--- config.mk ---
export PLATFORM = sky130hd
export DESIGN_NAME = mm_iddmm_collect_flat
export DESIGN_NICKNAME = d
export VERILOG_FILES = /design/src/rtl/mm_iddmm_collect_if.sv /design/src/rtl/mm_iddmm_collect.sv /design/src/flat_wrapper.sv
export SDC_FILE = /design/constraint.sdc
export NUM_CORES = 2
export LEC_CHECK = 0
export BUFFER_PORTS_ARGS = -buffer_cell sky130_fd_sc_hd__buf_2
export CORE_MARGIN = 2
export CORE_UTILIZATION = 65
export CTS_CLUSTER_DIAMETER = 50
export DETAILED_ROUTE_END_ITERATION = 8
export PLACE_DENSITY = 0.83
export SETUP_SLACK_MARGIN = 0.3
export SLEW_MARGIN = 10
export SYNTH_ARGS = -nofsm -noshare
export SYNTH_HDL_FRONTEND = slang
export SYNTH_SLANG_ARGS = --single-unit
--- constraint.sdc ---
create_clock -name clk -period 29.2 [get_ports clk]
set_clock_uncertainty 0.2 [all_clocks]
set_input_delay 5.84 -clock clk [delete_from_list [all_inputs] [get_ports clk]]
set_output_delay 5.84 -clock clk [all_outputs]
set_load 0.005 [all_outputs]
--- src/rtl/mm_iddmm_collect_if.sv ---
// Result stream from the IDDMM collector to its consumer: valid/ready with a
// last-word marker and the word index. master = collector, slave = consumer.
interface mm_iddmm_collect_if #(
  parameter int unsigned K      = 128,
  parameter int unsigned ADDR_W = 5
);
  logic [K-1:0]      out_data;
  logic              out_valid;
  logic              out_ready;
  logic              out_last;
  logic [ADDR_W-1:0] out_idx;

  modport master (
    output out_data,
    output out_valid,
    output out_last,
    output out_idx,
    input  out_ready
  );

  modport slave (
    input  out_data,
    input  out_valid,
    input  out_last,
    input  out_idx,
    output out_ready
  );
endinterface

--- src/rtl/mm_iddmm_collect.sv ---
// IDDMM result collector: buffers K-bit words from the subtract stage, then replays them
// over a valid/ready stream. Define MM_IDDMM_COLLECT_MSW_FIRST_EN to replay highest index first.
module mm_iddmm_collect #(
  parameter int unsigned K      = 128,
  parameter int unsigned N      = 32,
  parameter int unsigned ADDR_W = $clog2(N)
) (
  input  logic                 clk,
  input  logic                 rst_n,
  input  logic [K-1:0]         i_res,
  input  logic                 i_res_val,
  input  logic                 i_task_end,
  mm_iddmm_collect_if.master   o_out,
  output logic                 o_busy,
  output logic                 o_done,
  output logic                 o_short_err,
  output logic                 o_ovf_err
);

  localparam int unsigned WCNT_W = ADDR_W + 1;
  localparam logic [WCNT_W-1:0] WCNT_FULL = WCNT_W'(N);
  localparam logic [WCNT_W-1:0] WCNT_ONE  = WCNT_W'(1);
  localparam logic [ADDR_W-1:0] IDX_ONE   = ADDR_W'(1);

  localparam logic [1:0] IDLE    = 2'd0;
  localparam logic [1:0] COLLECT = 2'd1;
  localparam logic [1:0] SEND    = 2'd2;

`ifdef MM_IDDMM_COLLECT_MSW_FIRST_EN
  localparam logic MSW_FIRST = 1'b1;
`else
  localparam logic MSW_FIRST = 1'b0;
`endif

  logic [K-1:0]        r_buf [N];
  logic [1:0]          r_state;
  logic [WCNT_W-1:0]   r_wcnt;
  logic [K-1:0]        r_out_data;
  logic                r_valid;
  logic                r_last;
  logic [ADDR_W-1:0]   r_idx;
  logic                r_done;
  logic                r_short;
  logic                r_ovf;

  logic [1:0]          w_state_nxt;
  logic [WCNT_W-1:0]   w_wcnt_nxt;
  logic                w_wr_en;
  logic [ADDR_W-1:0]   w_wr_idx;
  logic                w_load;
  logic [ADDR_W-1:0]   w_first_idx;
  logic [K-1:0]        w_data_nxt;
  logic                w_valid_nxt;
  logic                w_last_nxt;
  logic [ADDR_W-1:0]   w_idx_nxt;
  logic                w_done_nxt;
  logic                w_short_nxt;
  logic                w_ovf_nxt;
  logic [ADDR_W-1:0]   w_step_idx;
  logic [ADDR_W-1:0]   w_last_idx;
  logic                w_hs;

  assign w_hs       = r_valid & o_out.out_ready;
  assign w_step_idx = MSW_FIRST ? (r_idx - IDX_ONE) : (r_idx + IDX_ONE);
  assign w_last_idx = MSW_FIRST ? '0 : ADDR_W'(r_wcnt - WCNT_ONE);

  always_comb begin
    w_state_nxt = r_state;
    w_wcnt_nxt  = r_wcnt;
    w_wr_en     = 1'b0;
    w_wr_idx    = r_wcnt[ADDR_W-1:0];
    w_load      = 1'b0;
    w_first_idx = '0;
    w_data_nxt  = r_out_data;
    w_valid_nxt = r_valid;
    w_last_nxt  = r_last;
    w_idx_nxt   = r_idx;
    w_done_nxt  = 1'b0;
    w_short_nxt = r_short;
    w_ovf_nxt   = r_ovf;

    unique case (r_state)
      IDLE: begin
        if (i_res_val) begin
          w_wr_en     = 1'b1;
          w_wr_idx    = '0;
          w_wcnt_nxt  = WCNT_ONE;
          w_short_nxt = 1'b0;
          w_ovf_nxt   = 1'b0;
          if (i_task_end) begin
            w_state_nxt = SEND;
            w_load      = 1'b1;
          end else begin
            w_state_nxt = COLLECT;
          end
        end else if (i_task_end) begin
          w_done_nxt = 1'b1;
        end
      end
      COLLECT: begin
        if (i_res_val) begin
          if (r_wcnt < WCNT_FULL) begin
            w_wr_en    = 1'b1;
            w_wcnt_nxt = r_wcnt + WCNT_ONE;
          end else begin
            w_ovf_nxt = 1'b1;
          end
        end
        if (i_task_end) begin
          w_state_nxt = SEND;
          w_load      = 1'b1;
        end
      end
      SEND: begin
        if (i_res_val) w_ovf_nxt = 1'b1;
        if (w_hs) begin
          if (r_last) begin
            w_state_nxt = IDLE;
            w_valid_nxt = 1'b0;
            w_last_nxt  = 1'b0;
            w_wcnt_nxt  = '0;
            w_done_nxt  = 1'b1;
          end else begin
            w_idx_nxt  = w_step_idx;
            w_data_nxt = r_buf[w_step_idx];
            w_last_nxt = (w_step_idx == w_last_idx);
          end
        end
      end
      default: w_state_nxt = IDLE;
    endcase

    // First word may be the one written this very cycle, so forward it around the buffer.
    if (w_load) begin
      w_first_idx = MSW_FIRST ? ADDR_W'(w_wcnt_nxt - WCNT_ONE) : '0;
      w_idx_nxt   = w_first_idx;
      w_valid_nxt = 1'b1;
      w_last_nxt  = (w_wcnt_nxt == WCNT_ONE);
      w_data_nxt  = (w_wr_en && (w_wr_idx == w_first_idx)) ? i_res : r_buf[w_first_idx];
      if (w_wcnt_nxt < WCNT_FULL) w_short_nxt = 1'b1;
    end
  end

  always_ff @(posedge clk) begin
    if (w_wr_en) r_buf[w_wr_idx] <= i_res;
  end

  always_ff @(posedge clk or negedge rst_n) begin
    if (!rst_n) begin
      r_state    <= IDLE;
      r_wcnt     <= '0;
      r_out_data <= '0;
      r_valid    <= 1'b0;
      r_last     <= 1'b0;
      r_idx      <= '0;
      r_done     <= 1'b0;
      r_short    <= 1'b0;
      r_ovf      <= 1'b0;
    end else begin
      r_state    <= w_state_nxt;
      r_wcnt     <= w_wcnt_nxt;
      r_out_data <= w_data_nxt;
      r_valid    <= w_valid_nxt;
      r_last     <= w_last_nxt;
      r_idx      <= w_idx_nxt;
      r_done     <= w_done_nxt;
      r_short    <= w_short_nxt;
      r_ovf      <= w_ovf_nxt;
    end
  end

  assign o_out.out_data  = r_out_data;
  assign o_out.out_valid = r_valid;
  assign o_out.out_last  = r_last;
  assign o_out.out_idx   = r_idx;
  assign o_busy          = (r_state != IDLE);
  assign o_done          = r_done;
  assign o_short_err     = r_short;
  assign o_ovf_err       = r_ovf;

endmodule

--- src/flat_wrapper.sv ---
// flat-port wrapper written by rule: the top's interface ports become plain ports
module mm_iddmm_collect_flat 
#(
  parameter int unsigned K      = 128,
  parameter int unsigned N      = 32,
  parameter int unsigned ADDR_W = $clog2(N)
)
  (clk, rst_n, i_res, i_res_val, i_task_end, o_busy, o_done, o_short_err, o_ovf_err, o_out_out_data, o_out_out_valid, o_out_out_last, o_out_out_idx, o_out_out_ready);
  mm_iddmm_collect_if #(.K(K), .ADDR_W(ADDR_W)) o_out_i ();
  input  logic clk;
  input  logic rst_n;
  input  logic [K-1:0] i_res;
  input  logic i_res_val;
  input  logic i_task_end;
  output logic o_busy;
  output logic o_done;
  output logic o_short_err;
  output logic o_ovf_err;
  output wire logic [$bits(o_out_i.out_data)-1:0] o_out_out_data;
  output wire logic [$bits(o_out_i.out_valid)-1:0] o_out_out_valid;
  output wire logic [$bits(o_out_i.out_last)-1:0] o_out_out_last;
  output wire logic [$bits(o_out_i.out_idx)-1:0] o_out_out_idx;
  input wire logic [$bits(o_out_i.out_ready)-1:0] o_out_out_ready;
  assign o_out_out_data = o_out_i.out_data;
  assign o_out_out_valid = o_out_i.out_valid;
  assign o_out_out_last = o_out_i.out_last;
  assign o_out_out_idx = o_out_i.out_idx;
  assign o_out_i.out_ready = o_out_out_ready;
  mm_iddmm_collect #(.K(K), .N(N), .ADDR_W(ADDR_W)) u_core (.clk(clk), .rst_n(rst_n), .i_res(i_res), .i_res_val(i_res_val), .i_task_end(i_task_end), .o_out(o_out_i), .o_busy(o_busy), .o_done(o_done), .o_short_err(o_short_err), .o_ovf_err(o_ovf_err));
endmodule
After elaboration in Yosys (flattened, before gate mapping)
Memory sizes are Yosys's and may differ from the RTL's.
Index checks and enable logic that the tools add are counted.
{ "classes": {"n_eq_ne": 12, "n_addsub": 3, "bitwise": 1, "mux": 53, "n_reduce_logical": 13, "magnitude_cmp": 2} }
{ "ops": {"columns": ["operator", "n"], "rows": [
  ["2-to-1 mux 128 bit", 5],
  ["2-to-1 mux 5 bit", 6],
  ["2-to-1 mux 6 bit", 5],
  ["2-to-1 mux 1 bit", 26],
  ["one-hot mux 6 bit (3 select lines)", 1],
  ["less-than comparator 6 bit, second input constant", 2],
  ["inequality test 2 bit, second input constant", 6],
  ["2-to-1 mux 2 bit", 5],
  ["nonzero test 2 bit", 4],
  ["adder 6 x 1 -> 6 bit, second input constant", 1],
  ["equality test 6 x 1 -> 1 bit, second input constant", 1],
  ["one-hot mux 1 bit (2 select lines)", 3],
  ["one-hot mux 2 bit (3 select lines)", 1],
  ["AND reduction 3 bit", 2],
  ["adder 5 x 1 -> 5 bit, second input constant", 1],
  ["equality test 5 bit", 1],
  ["logical NOT 5 bit", 1],
  ["AND reduction 5 bit", 1],
  ["subtractor 5 x 1 -> 5 bit, second input constant", 1],
  ["inequality test 2 x 1 -> 1 bit, second input constant", 2],
  ["AND reduction 4 bit", 1],
  ["one-hot mux 1 bit (3 select lines)", 1],
  ["nonzero test 3 bit", 1],
  ["equality test 2 x 1 -> 1 bit, second input constant", 1],
  ["5 further kinds", 5]
]} }
{ "word_totals": {"word_cells": 94, "ram_bits": 4096, "out_inout_bits": 139, "memories": 1, "ff_bits": 146, "input_bits": 133} }
{ "mem_list": {"columns": ["name", "depth", "word_bits", "read_ports", "rd_ports_with_merged_regs", "wr", "line_no", "source"], "rows": [
  ["u_core.r_buf", 32, 128, 2, 0, 1, "mm_iddmm_collect.sv:35", "logic [K-1:0] r_buf [N];"]
]} }

Longest topological paths before layout
{ "logic_depth": {"word_depth": 7, "mapped_depth": 11} }

Least setup slack after synthesis
No wires, ideal clock.
{ "synth_timing": {"path_type": "input -> register", "start": "input port i_res_val", "end": "memory u_core.r_buf[24][0], enable pin", "t_required_ns": 28.027, "path_stages": 4, "t_arrival_ns": 19.591, "path_slack_ns": 8.436, "path_buffers": 1, "cell_sequence": "clkbuf_1 > nor2b_1 > and3_1 > nor4b_1"} }
{ "synth_between": {"elab_chain_len": 4, "elab_cells_between_ends": 7, "classes_between": "7 x mux"} }
{ "synth_rtl": {"columns": ["item", "line_no", "source"], "rows": [
  ["from (decl)", "flat_wrapper.sv:13", "input logic i_res_val;"],
  ["2-to-1 mux 1 bit (on tied branches)", "mm_iddmm_collect.sv:101, mm_iddmm_collect.sv:84", null],
  ["one-hot mux 1 bit (2 select lines)", "mm_iddmm_collect.sv:82", "unique case (r_state)"],
  ["2-to-1 mux 1 bit", "mm_iddmm_collect.sv:145", "if (w_wr_en) r_buf[w_wr_idx] <= i_res;"],
  ["2-to-1 mux 1 bit (not written as such)", "mm_iddmm_collect.sv:145", null],
  ["to (decl)", "mm_iddmm_collect.sv:35", null]
]} }
Several ways; a longest one is shown, not always the timed one.

Worst setup path after layout
{ "layout_timing": {"start": "input port i_res_val", "end": "memory u_core.r_buf[9][9], enable pin"} }
The elaborated chain is that of the path after synthesis.

==> results by group <==
Outcome
  – Outcome: completed

GRT
  – Met3 capacity usage during global routing: 0.114
  – Total GRT Usage: 0.394
  – Initial antenna violation count: 52
  – Vias in the first global route: 91900
  – M2 GR Usage: 0.607
  – Total grt overflow: 0
  – Routing usage on met1: 0.512
  – Global-route wire length before repair: 703 mm
  – Largest net degree at the start of global routing: roughly 140
  – Layer with the highest usage: met2

Logic synthesis
  – Multiplexer share of the synthesized area: 0.161
  – Post-synth top flop: edfxtp_1
  – Syn_area_per_cell: 21.7 um^2
  – Post-synthesis simple-gate area fraction: 0.0288
  – Synthesized Nets: 7645
  – Syn Std Cell Area: roughly 160000 um^2
  – Syn Inst Count: roughly 7500
  – Ranking of synthesized cells by area: edfxtp_1 75%, mux4_2 15%, dfrtp_1 2.2%
  – Synth top area share: 0.755
  – Ys Warns: 0
  – Adder-cell share of the synthesized area: 0.000538
  – Number of synthesized register bits: ~4200
  – Post-synth EDFFs: 4096
  – Yosys cell types: 59
  – Register area share after synthesis: 0.777
  – Post-Synth XOR/XNOR Area: 0.00112
  – Yosys top cell by area: edfxtp_1
  – Async SR Flop Fraction: 0.0344
  – Largest family of logic cells by synthesized area: multiplexers
  – Post-synthesis compound-gate area fraction: 0.0189

Drt
  – WL/cell: 42.9 um
  – Drc violations: 0
  – DR vias: 91600
  – Pre-Repair DR Iteration Count: 8
  – ANT nets after route: 0
  – Iter 0 DRT Violations: about 19000
  – Via density: 7.88
  – Routed wire length: 499 mm

Floorplanning
  – Die area: 255000 um^2
  – # IOs: 272
  – Core area: 249000 um^2
  – Die width: 505 um
  – Row count: 183
  – Vert. Die Dim: 505 um
  – Initial Util: 0.655

Timing
  – Fmax: 97.0 MHz
  – Period utilization: 0.353
  – Max transition margin: 0.0253
  – RSZ-0062 raised after global routing: no
  – PnR worst setup slack: 18.89 ns
  – # setup viols final: 0
  – Minimum hold slack: 0.325 ns
  – Worst Max-Slew Pin Slew: 1.46 ns
  – TNS Setup: 0 ns
  – Hold violation total from the final report: 0
  – Max-slew violation count: 0
  – Final min period: 10.31 ns

Critical path
  – CP max FO: 55
  – Crit path max-delay family: buffers and inverters
  – Most used cell, CP: buf_4
  – Req. time, crit path: 29.61 ns
  – CP max stage delay: roughly 1.1 ns
  – Flop2flop setup slack: 22.35 ns
  – Buf/Inv on CP: 4
  – Critical path arrival: around 11 ns
  – Crit path kind: in2reg
  – Crit path capture type: flip-flop
  – CP Launch Type: primary input
  – Crit-path cells: buf_2 -> nor2b_1 -> and3_1 -> nand3_1 -> nor2_4 -> buf_4 -> buf_4 -> buf_4
  – Crit-path slowest cell: buf_4

Hold path
  – Worst hold path class: reg2reg

Layout
  – Area delta synth->final: 11.8%
  – Layout cell share with drive strength beyond 1: 0.267
  – Nets: roughly 8000
  – # fillers: 12000
  – Commonest non-fill, non-tap cell in the layout: edfxtp_1
  – Commonest cells after routing, fill and taps aside: 4096 x edfxtp_1, 1084 x mux4_2, 650 x nand2_1

Power
  – Pwr Density: between 80 and 90 nW/um^2
  – Peak supply drop: 95.1 uV
  – Leak: 57.2 nW

Clocking
  – Post-CTS setup buffer count: 0
  – Clk pin slew, worst setup/hold paths: approximately 0.07 ns
  – Clk sinks: 4242
  – Latest clock arrival within the worst-skew pair: ~1.0 ns
  – CTS tree: yes
  – H-tree depth: 5
  – Root Buffer Master: clkbuf_16
  – CTS buffer count: 423
  – PostCTS Resize Cnt: 0
  – Deepest clock path buffer count: 4
  – # hold bufs at CTS: 0

Placed design
  – Place WS: 18.18 ns
  – DP HPWL: ~230 mm
  – Routability cong.: 0.893
  – Port bufs: 271

Flow run
  – Max-cap violations: 0
-- flip-flops by register name, indices dropped and copies added, names as in the netlist --
register,flops
u_core.r_buf,4096
u_core.o_short_err,1
u_core.r_state,2
u_core.o_out.out_valid,1
u_core.o_out.out_data,128
u_core.r_wcnt,6
u_core.o_done,1
u_core.o_out.out_idx,5
u_core.o_ovf_err,1
u_core.o_out.out_last,1
-- kinds of logic after synthesis --
kind of cell | Yosys count
xor gates and xnor gates | 20
buffers and inverters | 446
muxes | 1260
DFF | 4242
adders and majority gates | 7
and+or+nand+nor | 1101
AOI/OAI and AO/OA | 429
-- worst register-to-register path, delay by kind of cell (launching register included) --
family                 cells  cell delay [ns]
flip-flops                 1             0.72
multiplexers               2             1.31
buffers and inverters      5             4.12
AO/OA/AOI/OAI              2             0.35
-- path summary, 6_finish.rpt --
path,end,depth (start not counted),from
worst max-delay path,u_core.r_buf[9][9],8,i_res_val
worst min-delay path,u_core.o_ovf_err,1,u_core.o_ovf_err
worst max register to register,u_core.o_out.out_data[14],9,u_core.o_out.out_idx[0]
worst min register to register,u_core.o_ovf_err,1,u_core.o_ovf_err
max in group asynchronous,u_core.o_out.out_data[14],3,rst_n
min in group asynchronous,u_core.o_done,1,rst_n
-- power by group --
group / switching [mW] / leakage, nW / internal, mW
registers: 0.202 / 38.7 / 6.84
logic: 2.06 / 11.8 / 1.49
clock network: 2.42 / 6.75 / 3.10
total: 4.69 / 57.2 / 11.4
-- routing by layer --
layer  part of all wire  vias up  wire [um]
met2               0.47    11000     236000
li1                   -    32200          -
met5            0.00043        -        215
met3               0.15     2168      75200
met4              0.070       36      34700
met1               0.31    46200     153000
-- cell type report --
cell class / count / area (um^2) / share of cell area
Timing Repair Buffer: 416 / 2740 / 0.0151
Clock inverter: 212 / 2070 / 0.0114
Sequential cell: 4242 / 127000 / 0.696
Clock buffer: 565 / 11700 / 0.0642
Inverter: 8 / 37.5 / 0.000206
Multi-Input combinational cell: 2817 / 34700 / 0.190
Antenna cell: 26 / 65.1 / 0.000357
Tap cell: 3330 / 4170 / 0.0229
-- cells in the mapped netlist, drive strengths merged, types with 3 or more instances --
library cell	count
a2111oi	7
a211oi	43
a21oi	33
a221oi	23
a22o	5
a22oi	41
a31oi	89
and2	24
buf	266
clkbuf	172
dfrtp	146
edfxtp	4096
ha	7
inv	8
mux2	4
mux2i	172
mux4	1084
nand2	651
nand2b	3
nand3	239
nand3b	3
nand4	18
nand4b	3
nor2	112
nor2b	23
nor3	13
o2111ai	19
o211ai	68
o21ai	38
o221ai	43
o31ai	5
xnor2	15
xor2	5
-- stage by stage --
stage,util,area (um^2),power [mW],instances
5_1_grt,0.731,182000,16.4,11600
4_1_cts,0.731,182000,16.0,11600
6_report,0.732,182000,16.1,11600
3_5_place_dp,0.676,168000,10.5,10800
3_3_place_gp,0.676,168000,10.3,10800
2_1_floorplan,-,163000,9.36,7505
No activity file was read; power rests on OpenSTA's default activity.
